File: config.mk
export PLATFORM = sky130hd
export DESIGN_NAME = aes_dec_sched
export DESIGN_NICKNAME = d
export VERILOG_FILES = /design/src/rtl/aes_dec_sched_pkg.sv /design/src/rtl/aes_dec_sched_arb.sv /design/src/rtl/aes_dec_sched.sv
export SDC_FILE = /design/constraint.sdc
export NUM_CORES = 1
export LEC_CHECK = 0
export CAP_MARGIN = 30
export CELL_PAD_IN_SITES_DETAIL_PLACEMENT = 0
export CELL_PAD_IN_SITES_GLOBAL_PLACEMENT = 1
export CORE_AREA = 2 2 257 259
export CTS_CLUSTER_SIZE = 24
export DETAILED_ROUTE_END_ITERATION = 8
export DIE_AREA = 0 0 259 261
export GPL_TIMING_DRIVEN = 0
export PLACE_DENSITY_LB_ADDON = 0.1
export RECOVER_POWER = 25
export SLEW_MARGIN = 10
export SYNTH_ARGS = -nofsm -noshare
export SYNTH_HDL_FRONTEND = slang
export SYNTH_HIERARCHICAL = 1
export SYNTH_SLANG_ARGS = --single-unit
File: constraint.sdc
create_clock -name clk -period 4.5 [get_ports clk]
set_input_delay 0.9 -clock clk [delete_from_list [all_inputs] [get_ports clk]]
set_output_delay 0.9 -clock clk [all_outputs]
set_load 0.005 [all_outputs]
File: src/rtl/aes_dec_sched_pkg.sv
// Shared types and constants for the AES decipher request scheduler.
package aes_dec_sched_pkg;

  // Scheduler FSM states
  typedef enum logic [2:0] {
    IDLE,
    START,
    WAIT_BUSY,
    WAIT_DONE,
    RESP
  } state_t;

  // Key length encodings carried on reqN_keylen / eng_keylen
  localparam logic AES_128_BIT_KEY = 1'b0;
  localparam logic AES_256_BIT_KEY = 1'b1;

  // Width of the optional engine watchdog counter
  localparam int WD_W = 8;

endpackage

File: src/rtl/aes_dec_sched_arb.sv
// Two-way round-robin arbiter for the AES decipher scheduler.
// Grant is combinational from the valids; the priority pointer moves only
// when the scheduler retires a request (update strobe).
module aes_dec_rr_arb2 (
  input  logic       clk,
  input  logic       reset_n,
  input  logic       valid0,
  input  logic       valid1,
  input  logic       update,
  input  logic       served_id,
  output logic [1:0] grant
);

  logic prio1;  // requester 1 wins a tie

  // Priority moves to the requester that was not just served
  always_ff @(posedge clk or negedge reset_n) begin
    // NOTE: state registers use non-blocking assignments so every flop samples pre-edge values.
    if (!reset_n) prio1 <= 1'b0;
    else if (update) prio1 <= ~served_id;
  end

  // One-hot grant: tie goes to the priority holder, otherwise the lone valid
  always_comb begin
    // NOTE: default first so no path leaves grant unassigned (no latch).
    grant = 2'b00;
    if (valid0 && valid1) grant = prio1 ? 2'b10 : 2'b01;
    else if (valid0)      grant = 2'b01;
    else if (valid1)      grant = 2'b10;
  end

endmodule

File: src/rtl/aes_dec_sched.sv
// Scheduler that arbitrates two decrypt requesters onto one AES decipher
// engine and returns the plaintext on a single response channel.
// Optional feature: define AES_DEC_SCHED_TIMEOUT_EN to add an engine
// watchdog that aborts a request after TIMEOUT_CYCLES waiting cycles.
module aes_dec_sched
  import aes_dec_sched_pkg::*;
#(
  parameter int TIMEOUT_CYCLES = 64
) (
  input  logic         clk,
  input  logic         reset_n,
  input  logic         req0_valid,
  output logic         req0_ready,
  input  logic [127:0] req0_block,
  input  logic         req0_keylen,
  input  logic         req1_valid,
  output logic         req1_ready,
  input  logic [127:0] req1_block,
  input  logic         req1_keylen,
  output logic         rsp_valid,
  input  logic         rsp_ready,
  output logic         rsp_id,
  output logic [127:0] rsp_block,
  output logic         rsp_err,
  output logic         eng_next,
  output logic         eng_keylen,
  output logic [127:0] eng_block,
  input  logic [127:0] eng_new_block,
  input  logic         eng_ready,
  output logic         busy
);

  // The watchdog counter is 8 bits wide, so the limit must fit in it
  if (TIMEOUT_CYCLES < 1 || TIMEOUT_CYCLES > 255) begin : g_bad_timeout
    $error("TIMEOUT_CYCLES must be in 1..255");
  end

  state_t     state, state_nxt;
  logic [1:0] grant;
  logic       handshake;
  logic       eng_done;
  logic       rsp_accept;
  logic       timeout;

  aes_dec_rr_arb2 u_arb (
    .clk       (clk),
    .reset_n   (reset_n),
    .valid0    (req0_valid),
    .valid1    (req1_valid),
    .update    (rsp_accept),
    .served_id (rsp_id),
    .grant     (grant)
  );

  // Ready only in IDLE and never while reset is held
  assign req0_ready = reset_n && (state == IDLE) && grant[0];
  assign req1_ready = reset_n && (state == IDLE) && grant[1];
  assign handshake  = (state == IDLE) && (grant != 2'b00);
  assign eng_done   = (state == WAIT_DONE) && eng_ready;
  assign rsp_accept = (state == RESP) && rsp_ready;
  assign eng_next   = (state == START);
  assign busy       = (state != IDLE);

`ifdef AES_DEC_SCHED_TIMEOUT_EN
  logic [WD_W-1:0] wd_cnt;
  logic            in_wait;

  assign in_wait = (state == WAIT_BUSY) || (state == WAIT_DONE);
  // Fires on the last permitted waiting cycle; a normal completion in the same cycle wins
  assign timeout = in_wait && !eng_done && (wd_cnt == WD_W'(TIMEOUT_CYCLES - 1));

  // Watchdog: cleared when a request is accepted, counts waiting cycles
  always_ff @(posedge clk or negedge reset_n) begin
    if (!reset_n)       wd_cnt <= '0;
    else if (handshake) wd_cnt <= '0;
    else if (in_wait)   wd_cnt <= wd_cnt + 1'b1;
  end

  // Error flag travels with the response it describes
  always_ff @(posedge clk or negedge reset_n) begin
    if (!reset_n)        rsp_err <= 1'b0;
    else if (eng_done)   rsp_err <= 1'b0;
    else if (timeout)    rsp_err <= 1'b1;
    else if (rsp_accept) rsp_err <= 1'b0;
  end
`else
  assign timeout = 1'b0;
  assign rsp_err = 1'b0;
`endif

  // FSM state register
  always_ff @(posedge clk or negedge reset_n) begin
    if (!reset_n) state <= IDLE;
    else          state <= state_nxt;
  end

  // FSM next-state logic
  always_comb begin
    state_nxt = state;
    unique case (state)
      IDLE:      if (handshake) state_nxt = START;
      START:     state_nxt = WAIT_BUSY;
      WAIT_BUSY: if (timeout) state_nxt = RESP;
                 else if (!eng_ready) state_nxt = WAIT_DONE;
      WAIT_DONE: if (eng_ready || timeout) state_nxt = RESP;
      RESP:      if (rsp_ready) state_nxt = IDLE;
      default:   state_nxt = IDLE;
    endcase
  end

  // Request capture toward the engine and response capture from it
  always_ff @(posedge clk or negedge reset_n) begin
    if (!reset_n) begin
      eng_block  <= '0;
      eng_keylen <= AES_128_BIT_KEY;
      rsp_id     <= 1'b0;
      rsp_block  <= '0;
      rsp_valid  <= 1'b0;
    end else begin
      if (handshake) begin
        eng_block  <= grant[1] ? req1_block  : req0_block;
        eng_keylen <= grant[1] ? req1_keylen : req0_keylen;
        rsp_id     <= grant[1];
      end
      if (eng_done) begin
        rsp_block <= eng_new_block;
        rsp_valid <= 1'b1;
      end else if (timeout) begin
        rsp_block <= '0;
        rsp_valid <= 1'b1;
      end else if (rsp_accept) begin
        rsp_valid <= 1'b0;
      end
    end
  end

endmodule

Word level (Yosys, flattened, before mapping)
Index checks and enable logic that the tools add are counted.
Operators by class
  shift-type cells: 0
  bitwise gates (word level): 1
  magnitude comparators: 0
  add/sub/neg operators: 0
  reductions and logical operators: 12
  muxes and demuxes: 13
  divide/modulo/power cells: 0
  multipliers: 0
  equality and inequality tests: 8
Operators by type and width (number)
  2-to-1 mux 128 bit: 1
  case mux 3 bit (5 select lines): 1
  2-to-1 mux 3 bit: 4
  2-to-1 mux 2 bit: 4
  != test 2 bit (second input constant): 4
  logical AND 1 bit: 7
  equality test 3 x 2 -> 1 bit (second input constant): 2
  AND reduction 4 bit: 1
  nonzero test 2 bit: 2
  equality test 3 x 1 -> 1 bit (second input constant): 1
  equality test 3 bit (second input constant): 1
  logical NOT 3 bit: 1
  2-to-1 mux 1 bit: 3
  nonzero test 3 bit: 1
  inverter 1 bit: 1
Storage, ports and cells
  register bits: 263
  memories: 0
  word-level logic and storage cells: 41
  output and inout bits: 264
  bits in latches: 0
  input port bits: 392
  bits in read-only memories: 0
  bits in writable memories: 0

Logic depth before layout (Yosys ltp)
  depth after elaboration: 7
  gate-level depth with buffers: 7
  gate-level depth less buffers: 4

Cells and area by module
The synthesis kept the hierarchy.
By module, submodules not included
  aes_dec_sched: instances 1, area an instance 11358.4 um^2, sequential area each 6556.3 um^2, cells an instance 713
  aes_dec_rr_arb2: instances 1, area an instance 52.6 um^2, sequential area each 25.0 um^2, cells an instance 6

Worst setup path before layout
OpenSTA, ideal clock, no wires.
  path kind: in2out
  start: input req1_valid
  end: output req1_ready
  data required time: 3.600 ns
  stages: 5
  arrival: 1.723 ns
  slack: 1.877 ns
  cell sequence: a21boi_1 buf_2 buf_2 buf_2 and3_1
On the way
  word-level cells in the longest chain between the ends: 4
Ends and longest elaborated chain
  from (decl): RTL line aes_dec_sched.sv:16  | input logic req1_valid,
  2-to-1 mux 2 bit: RTL line aes_dec_sched_arb.sv:29  | else if (valid1) grant = 2'b10;
  2-to-1 mux 2 bit: RTL line aes_dec_sched_arb.sv:28  | else if (valid0) grant = 2'b01;
  2-to-1 mux 2 bit *: RTL line aes_dec_sched_arb.sv:27  | if (valid0 && valid1) grant = prio1 ? 2'b10 : 2'b01;
  logical AND 1 bit *: RTL line aes_dec_sched.sv:57  | assign req1_ready = reset_n && (state == IDLE) && grant[1];
  to (decl): RTL line aes_dec_sched.sv:17  | output logic req1_ready,
Mark *: on every way between the ends. The rest lies on a longest branch, timed or not.

Worst setup path in the final report
  start: input req1_valid
  end: output req1_ready
On the way
  word-level cells in the longest chain between the ends: 4
Ends and longest elaborated chain
  2-to-1 mux 2 bit: RTL line aes_dec_sched_arb.sv:29
  2-to-1 mux 2 bit: RTL line aes_dec_sched_arb.sv:28
  2-to-1 mux 2 bit *: RTL line aes_dec_sched_arb.sv:27
  named net grant[1]: RTL line aes_dec_sched.sv:39  | logic [1:0] grant;
  logical AND 1 bit *: RTL line aes_dec_sched.sv:57
Mark *: on every way through the listed nets, which the timed path passes. The rest lies on a longest branch.

==> key figures <==
Outcome
  • Status: complete, but fails checks
  • Failing checks: max-capacitance violations, max-slew violations

Setup path
  • Crit-path cells: clkdlybuf4s50_1, a21boi_1, buf_2, buf_2, buf_2, and3_1, clkdlybuf4s50_1
  • Kind of critical path: input port to output pin
  • Reg-to-reg endpoint: eng_block[98]
  • Critical Path AT: 3.31 ns
  • CP Launch Type: input port
  • CP dominant cell by count: buf_2
  • Max stage delay cell, worst path: clkdlybuf4s50_1
  • Delay of the slowest critical-path stage: 0.56 ns
  • Flop2flop setup slack: 2.07 ns
  • CP Capture Type: output pin
  • Critical R2R Launch: u_arb/prio1
  • WP data required: 3.60 ns
  • R2r worst-path depth: 7
  • CP max FO: 10

Place
  • I/O Buffers: 654
  • Dpl ws: 0.120 ns
  • Placer Congestion: between 0.7 and 0.8
  • Dpl hpwl: a little under 40 mm
  • Cells after DPL: around 2.2k

Routing
  • First-pass DRT Iterations: 4
  • Drt via density: 3.75
  • Via count: approximately 8.6k
  • Antenna Violating Nets Remaining: 0
  • Drt total wl: 48.4 mm
  • WL/cell: 21.0 um
  • Initial DRC count: 201
  • # DRC: 0

Timing
  • Fin crit share: 0.936
  • Final Hold Viols: 0
  • Fmax: roughly 240 MHz
  • Slew headroom: -0.632
  • Final Setup Violations: 0
  • Minimum clock period: ~4.2 ns
  • Worst setup margin: 0.287 ns
  • Worst hold slack: between 0.3 and 0.4 ns
  • Skew final: roughly 0.016 ns
  • RSZ-0062 raised after global routing: no
  • Worst slew pin tran: 2.45 ns
  • Final-report max-slew violation count: 177

GRT
  • Grt ovf: 0
  • Antenna violations before repair: 14
  • Vias in the first global route: 9,638
  • GRT Overall Usage: 0.139
  • Largest net degree at the start of global routing: 93
  • First-pass GRT wire length: 68.0 mm

Logic synthesis
  • Area leader, netlist: dfrtp_1
  • Total number of yosys warnings: 6
  • Cells after Synth: 719
  • Prevailing post-synth register cell: dfrtp_1
  • Commonest cells in the netlist: 375 x mux2_2, 263 x dfrtp_1, 15 x buf_2, 12 x buf_6
  • Post-synth top area share: 0.577
  • Mean post-synth cell area: 15.9 um^2
  • Area contributors post-synth: dfrtp_1 58%, mux2_2 37%, buf_6 1.2%
  • Fraction of registers with async set/reset: 1.00
  • Syn Nets: 1,111
  • Mapped Area: 11,400 um^2
  • Synth unique cells: 24
  • Seq/Total Area, Yosys: 0.577
  • Most frequent cell after synthesis: mux2_2
  • EDFF count, synth: 0
  • Seq cells post-synth: 263

Finish
  • Non-filler cells, final: 2,305
  • Final #Nets: between 1.5k and 2k
  • Share of cells above drive strength 1: 0.328
  • Area delta synth->final: 77.3%
  • Final core occ: 0.311

Clock network
  • CTS max path bufs: 3
  • H-Tree Depth: 2
  • # hold bufs at CTS: 0
  • Clock sinks: 263
  • Total CTS buffers: 36
  • Root Driver: clkbuf_16
  • Clk_lat worst skew: 0.54 ns
  • Cts repair resizes: 0
  • Clk slew on worst S/H paths: roughly 0.060 ns
  • CTS tree: built
  • # Post-CTS Setup Buffers: 0

Floorplan
  • # rows: 94
  • Die area: between 60,000 and 70,000 um^2
  • Die span in y: 261 um
  • Placeable core area: approximately 65,000 um^2
  • Ports: ~660
  • Initial cell density of the core: 0.175
  • Die width: 259 um

Run
  • Max-Cap Viols: 2

Pwr
  • Static leakage: between 8 and 9 nW
  • Peak VDD IR: 0.300 mV
  • P per Cell Area: 633 nW/um^2

Min path
  • Hold Crit Class: input port to asynchronous set/reset pin
## metrics by stage
| step | cell area, um^2 | setup TNS (ns) | total power, mW |
|---|---|---|---|
| after global routing | 20200 | 0 | 13.6 |
| after global placement | 19000 | -2801.17 | 10.1 |
| after CTS | 20300 | 0 | 13.1 |
| after floorplan | 11400 | 0 | 6.35 |
| after detailed placement | 19100 | 0 | 10.1 |
| final | 20200 | 0 | 12.8 |
## kinds of logic after synthesis
| family | Yosys count | share of synthesized area |
|---|---|---|
| mux | 386 | 0.381 |
| flops | 263 | 0.577 |
| buf+inv | 47 | 0.0296 |
| simple gates | 13 | 0.00735 |
| other cells | 1 | 0.000329 |
| compound gates | 9 | 0.00504 |
## sequential cells by signal, indices dropped and copies added (netlist names)
| signal | cells |
|---|---|
| eng_block | 128 |
| rsp_block | 128 |
| state | 3 |
| eng_keylen | 1 |
| rsp_id | 1 |
| rsp_valid | 1 |
| u_arb/prio1 | 1 |
## worst max-delay path by stage
stage                     to       start  cells past startpoint  slack [ns]
6_report          req1_ready  req1_valid                      7        0.29
4_1_cts           req1_ready  req1_valid                      7        0.12
3_5_place_dp      req1_ready  req1_valid                      7        0.12
2_1_floorplan     req1_ready  req1_valid                      5        1.88
3_3_place_gp   rsp_block[79]     reset_n                      1      -10.62
5_1_grt           req1_ready  req1_valid                      7         0.1
## layout by cell type, fill, tap and decap left out
master	netlist	final
clkdlybuf4s50_1	0	652
conb_1	1	1
a21boi_1	1	1
buf_4	11	11
nand4b_1	1	1
inv_1	3	3
clkbuf_1	5	15
nand2b_1	1	1
dlygate4sd3_1	0	1
clkbuf_8	0	8
buf_8	1	2
nor2_1	2	2
inv_6	0	2
clkinvlp_4	0	2
a21oi_1	2	2
nor3b_1	1	1
o21a_2	1	1
clkinv_2	0	1
nor3_4	1	1
a22o_1	1	1
buf_2	15	15
mux2_2	375	375
clkbuf_2	0	2
a21boi_0	1	1
nand2_1	2	2
bufinv_16	0	2
o21ai_0	3	3
mux2_1	11	11
diode_2	0	4
dfrtp_1	263	263
buf_6	12	12
nor3_1	1	1
clkbuf_16	0	37
and3_1	4	4
## worst max-delay path, delay by kind of cell
family                 cells  cell delay (ns)
AOI/OAI and AO/OA          1             0.14
buffers and inverters      5             2.07
and+or+nand+nor            1             0.20
## report_power, final
| part | internal [mW] | switching (mW) |
|---|---|---|
| Clock | 1.75 | 1.12 |
| Combinational | 3.78 | 1.97 |
| Sequential | 3.59 | 0.596 |
| Total | 9.13 | 3.68 |
## layer usage
layer	wire length, um	part of all wire	track usage
met1	17400	0.36	0.144
met3	6360	0.13	0.0796
met4	898	0.019	0.0353
met5	126	0.0026	0
met2	23600	0.49	0.240
## area by class of cell
| type | count | area (um^2) |
|---|---|---|
| fillers | 6571 | 44800 |
| clock buffers | 55 | 1070 |
| plain buffers | 44 | 327 |
| repair buffers | 656 | 6560 |
| diodes | 4 | 10.0 |
| multi-input cells | 409 | 4490 |
| well taps | 864 | 1080 |
| clock inverters | 7 | 97.6 |
| flip-flops and latches | 263 | 6580 |
| inverters | 3 | 11.3 |
No activity file was read; power rests on OpenSTA's default activity.
==> RTL change 1: new RTL, same settings <==
The option `AES_DEC_SCHED_TIMEOUT_EN` is turned on by a define.
--- a/src/rtl/aes_dec_sched.sv
+++ b/src/rtl/aes_dec_sched.sv
@@ -4,2 +4,4 @@
 // watchdog that aborts a request after TIMEOUT_CYCLES waiting cycles.
+`define AES_DEC_SCHED_TIMEOUT_EN
+
 module aes_dec_sched
Function: same outputs for any inputs over 4 cycles, from zero or initial values and one cycle with reset_n low; that may be too few to reach the edited logic, so the function may still have changed.
==> RTL change 1 against the unedited design <==
The flow still finishes with violations (capacitance limit, slew limit); largest power group unchanged; cell area increased by 7.3%; synthesized area is 12% higher; maximum frequency up 1.1%; via count increased by 40%; combinational power up 13%; sequential cell count increased by 9; setup slack gained 48 ps; wire length grew 21%; highest routed layer unchanged; total power grew 7.5%.
==> RTL change 1: results (changes against the unedited design) <==
** Status
- Run status: finished with violations (unchanged).
- Violated checks :: capacitance limit, slew limit (unchanged)

** STA
- Max Clock Skew :: 20.48 ps (was 15.66 ps)
- Worst slew margin relative to its limit :: -0.3430 (was -0.6316)
- The max-slew violation count was 75 (was 177).

** Detailed routing
- Detail Route met2 WL :: 28880 µm (was 23640 µm)
- DRC violation total after the first TritonRoute iteration :: 603 (was 201)
- Pre-Repair DR Iteration Count :: 5 (was 4)
- The routed metal-1 wire length came to 23080 µm (was 17370 µm).
- Per-cell via count in the routed design :: 4.293 (was 3.749)

** Place
- The count of port buffers added during placement is 655 (was 654).
- The worst setup timing slack at the placement stage was 228.7 ps (was 120.2 ps).
- The placer's final routability congestion estimate was 0.7866 (was 0.7909).
- The HPWL after detailed placement came to 45600 µm (was 38690 µm).

** Cells and area
- Largest registers in the final layout :: eng_block x128, rsp_block x128, wd_cnt x8 (was eng_block x128, rsp_block x128, state x3)
- The multi-input combinational gate total was 705 (was 409).
- Number of non-clock buffers in the layout :: 762 (was 700)
- Non-clock buffering overhead in the final layout :: 0.3409 (was 0.3404)
- Layout filler cell count :: 6586 (was 6571)
- Total number of nets in the final design :: 2309 (was 1805)
- Layout inverter count without the clock tree :: 137 (was 3)
- The fraction of area in clock buffers and inverters was 0.05839 (was 0.05788).

** Logic synthesis
- Synth cell count leaders: 272 x sky130_fd_sc_hd__dfrtp_1, 251 x sky130_fd_sc_hd__o21ai_1, 142 x sky130_fd_sc_hd__o21ai_0 (was 375 x sky130_fd_sc_hd__mux2_2, 263 x sky130_fd_sc_hd__dfrtp_1, 15 x sky130_fd_sc_hd__buf_2).
- Count of cell types in the netlist :: 40 (was 24)
- The net count after synthesis was 1611 (was 1111).
- The most numerous cell in the Yosys netlist is sky130_fd_sc_hd__dfrtp_1 (was sky130_fd_sc_hd__mux2_2).
- The count of mapped cells out of synthesis came to 1218 (was 719).
- Part of the Yosys area used for sequential elements :: 0.5349 (was 0.5768)

** GRT
- The initial antenna violation count came to 9 (was 14).
- Number of global-route vias before repair :: 12400 (was 9638)
- All-layer global routing usage :: 0.1682 (was 0.1386)

** Power
- The total leakage power was 9.285 nW (was 8.054 nW).

** Run
- The max-cap violation count came to 1 (was 2).
RTL change 1: cell types whose count changed in the layout (fill, tap and decap cells not counted), sizes merged, moves of 4 or more:
cell	delta
nor2	+6
o21ai	+391
inv	+133
mux2	-386
dfrtp	+9
mux2i	+133
a22oi	+128
clkinv	+4
buf	+48
clkbuf	+13
RTL change 1: power breakdown:
group          internal, mW  switching (mW)
Clock                  1.93            1.18
Combinational          3.50            2.99
Sequential             3.50           0.664
Total                  8.93            4.83
RTL change 1: cells by family (layout without fill, tap and decap cells):
family,after synthesis,count (layout),share of synthesized area
muxes,133,133,0.1046
and+or+nand+nor,27,27,0.01396
DFF,272,272,0.5349
other,0,5,0
buffers and inverters,241,965,0.1016
xor gates and xnor gates,2,2,0.001377
adders and majority gates,1,1,0.0009831
AOI/OAI and AO/OA,542,542,0.2426
RTL change 1: per-layer routing:
metal  GRT usage  vias up
met5           0        -
met4     0.04014        8
met3     0.06882       65
met2      0.2842      439
met1      0.1988     5826
li1            -     5729
==> RTL change 2: new RTL, same flow settings <==
Without the edit above. Register the inputs `req0_keylen` and `req1_keylen` before use. The logic sees them one clock later. The other inputs are not delayed to match.
--- a/src/rtl/aes_dec_sched.sv
+++ b/src/rtl/aes_dec_sched.sv
@@ -31,2 +31,10 @@
 );
+
+  logic req0_keylen_q;
+  logic req1_keylen_q;
+
+  always_ff @(posedge clk) begin
+    req0_keylen_q <= req0_keylen;
+    req1_keylen_q <= req1_keylen;
+  end
 
@@ -121,3 +129,3 @@
         eng_block  <= grant[1] ? req1_block  : req0_block;
-        eng_keylen <= grant[1] ? req1_keylen : req0_keylen;
+        eng_keylen <= grant[1] ? req1_keylen_q : req0_keylen_q;
         rsp_id     <= grant[1];
Check against the original RTL: not equivalent (Yosys sat finds a counterexample within 4 cycles, from zero or initial values and one cycle with reset_n low).
==> RTL change 2 against the unedited design <==
The flow still finishes with violations (capacitance limit, slew limit); critical path depth unchanged; sequential cell count increased by 2; cell area increased by 2.2%; wire length decreased by 0.90%; combinational power increased by 5.0%; synthesized area increased by 2.9%; setup slack improved by 24 ps; total power increased by 3.4%; largest power group unchanged; highest routed layer unchanged.
==> RTL change 2: results (changes against the unedited design) <==
** Status
- Run status :: finished with violations (unchanged)
- Violated checks: capacitance limit, slew limit (unchanged).

** Place
- The HPWL after detailed placement was 38050 µm (was 38690 µm).
- The post-place instance area is 19460 µm² (was 19100 µm²).

** Cells and area
- The number of fillers in the final layout is 6480 (was 6571).
- The final-stage net count came to 1809 (was 1805).
- Non-filler instance count after layout :: 2314 (was 2305)

** Power
- Reported net switching power :: 3.807 mW (was 3.683 mW)

** GRT
- Met3 capacity usage during global routing :: 0.06223 (was 0.07956)
- The via count of the first global-routing pass is 9724 (was 9638).
- Number of antenna violations at the first check in global routing :: 11 (was 14)
- The global-route track usage on met1 was 0.1454 (was 0.1442).
- The largest net degree at the start of global routing came to 85 (was 93).
- The wire length of the first global-routing pass came to 67530 µm (was 68000 µm).
- The global-route track usage on met2 came to 0.2455 (was 0.2398).

** Logic synthesis
- Largest cells by area after synthesis :: sky130_fd_sc_hd__dfrtp_1 56%, sky130_fd_sc_hd__mux2_2 33%, sky130_fd_sc_hd__mux2_4 5.1%, sky130_fd_sc_hd__buf_12 1.9%, sky130_fd_sc_hd__buf_6 1.2% (was sky130_fd_sc_hd__dfrtp_1 58%, sky130_fd_sc_hd__mux2_2 37%, sky130_fd_sc_hd__buf_6 1.2%, sky130_fd_sc_hd__mux2_1 1.1%, sky130_fd_sc_hd__buf_4 0.72%)
- Count of cell types in the netlist :: 25 (was 24)
- The net count after synthesis was 1113 (was 1111).

** Run
- The max-cap violation count came to 1 (was 2).

** Clocking
- Number of buffers created by CTS :: 37 (was 36)

** Detailed routing
- Routed length on met1 :: 17270 µm (was 17370 µm)
- DRC violation total after the first TritonRoute iteration :: 171 (was 201)
- Via count :: 8710 (was 8642)
- The wire length reported by the detailed router came to 47960 µm (was 48390 µm).

** STA
- The worst slew margin relative to its limit is -0.4384 (was -0.6316).
- The max-slew violation count came to 76 (was 177).

** Worst setup path
- Worst EP arrival :: 3290 ps (was 3310 ps)
- R2r setup slk :: 2170 ps (was 2070 ps)
-- RTL change 2: cell count changes in the layout (fill, tap and decap cells not counted), moves of 5 or more --
cell / unedited run / this run
sky130_fd_sc_hd__mux2_2: 375 / 346
sky130_fd_sc_hd__mux2_4: 0 / 40
sky130_fd_sc_hd__mux2_1: 11 / 0
sky130_fd_sc_hd__buf_12: 0 / 11
sky130_fd_sc_hd__clkbuf_1: 15 / 20
sky130_fd_sc_hd__buf_4: 11 / 3
-- RTL change 2: cell families after synthesis --
| group | count (synthesis) | synth area share |
|---|---|---|
| AO/OA/AOI/OAI | 9 | 0.005434 |
| buffers and inverters | 47 | 0.04028 |
| flip-flops | 265 | 0.5639 |
| multiplexers | 386 | 0.3830 |
| other | 1 | 0.0003194 |
| AND/OR/NAND/NOR | 13 | 0.007140 |
-- RTL change 2: final timing paths --
path / startpoint / cells past startpoint / end
worst max register to register: u_arb/prio1 / 7 / eng_block[99]
worst max-delay path: req1_valid / 7 / req1_ready
min in group clk: rsp_id / 1 / u_arb/prio1
worst min-delay path: reset_n / 1 / rsp_block[48]
max in group asynchronous: reset_n / 2 / eng_block[43]
worst min register to register: rsp_id / 1 / u_arb/prio1
-- RTL change 2: area by class of cell --
cell class	instances	area share
sequential	265	0.3203
clock inverter	6	0.005145
multi-input combinational	409	0.2249
antenna	5	0.0006053
timing repair buffer	657	0.3198
tap	864	0.05230
buffer	44	0.02234
clock buffer	61	0.05405
inverter	3	0.0005448
-- RTL change 2: metrics by stage --
step | hold WS [ps] | worst slack (ps) | power (mW)
global placement | 477.7 | -10730 | 10.46
detailed placement | 482.5 | 147.1 | 10.46
floorplan | 463.1 | 1864 | 6.655
finish | 274.0 | 310.9 | 13.25
global route | 278.7 | 96.93 | 14.08
CTS | 259.6 | 144.6 | 13.59
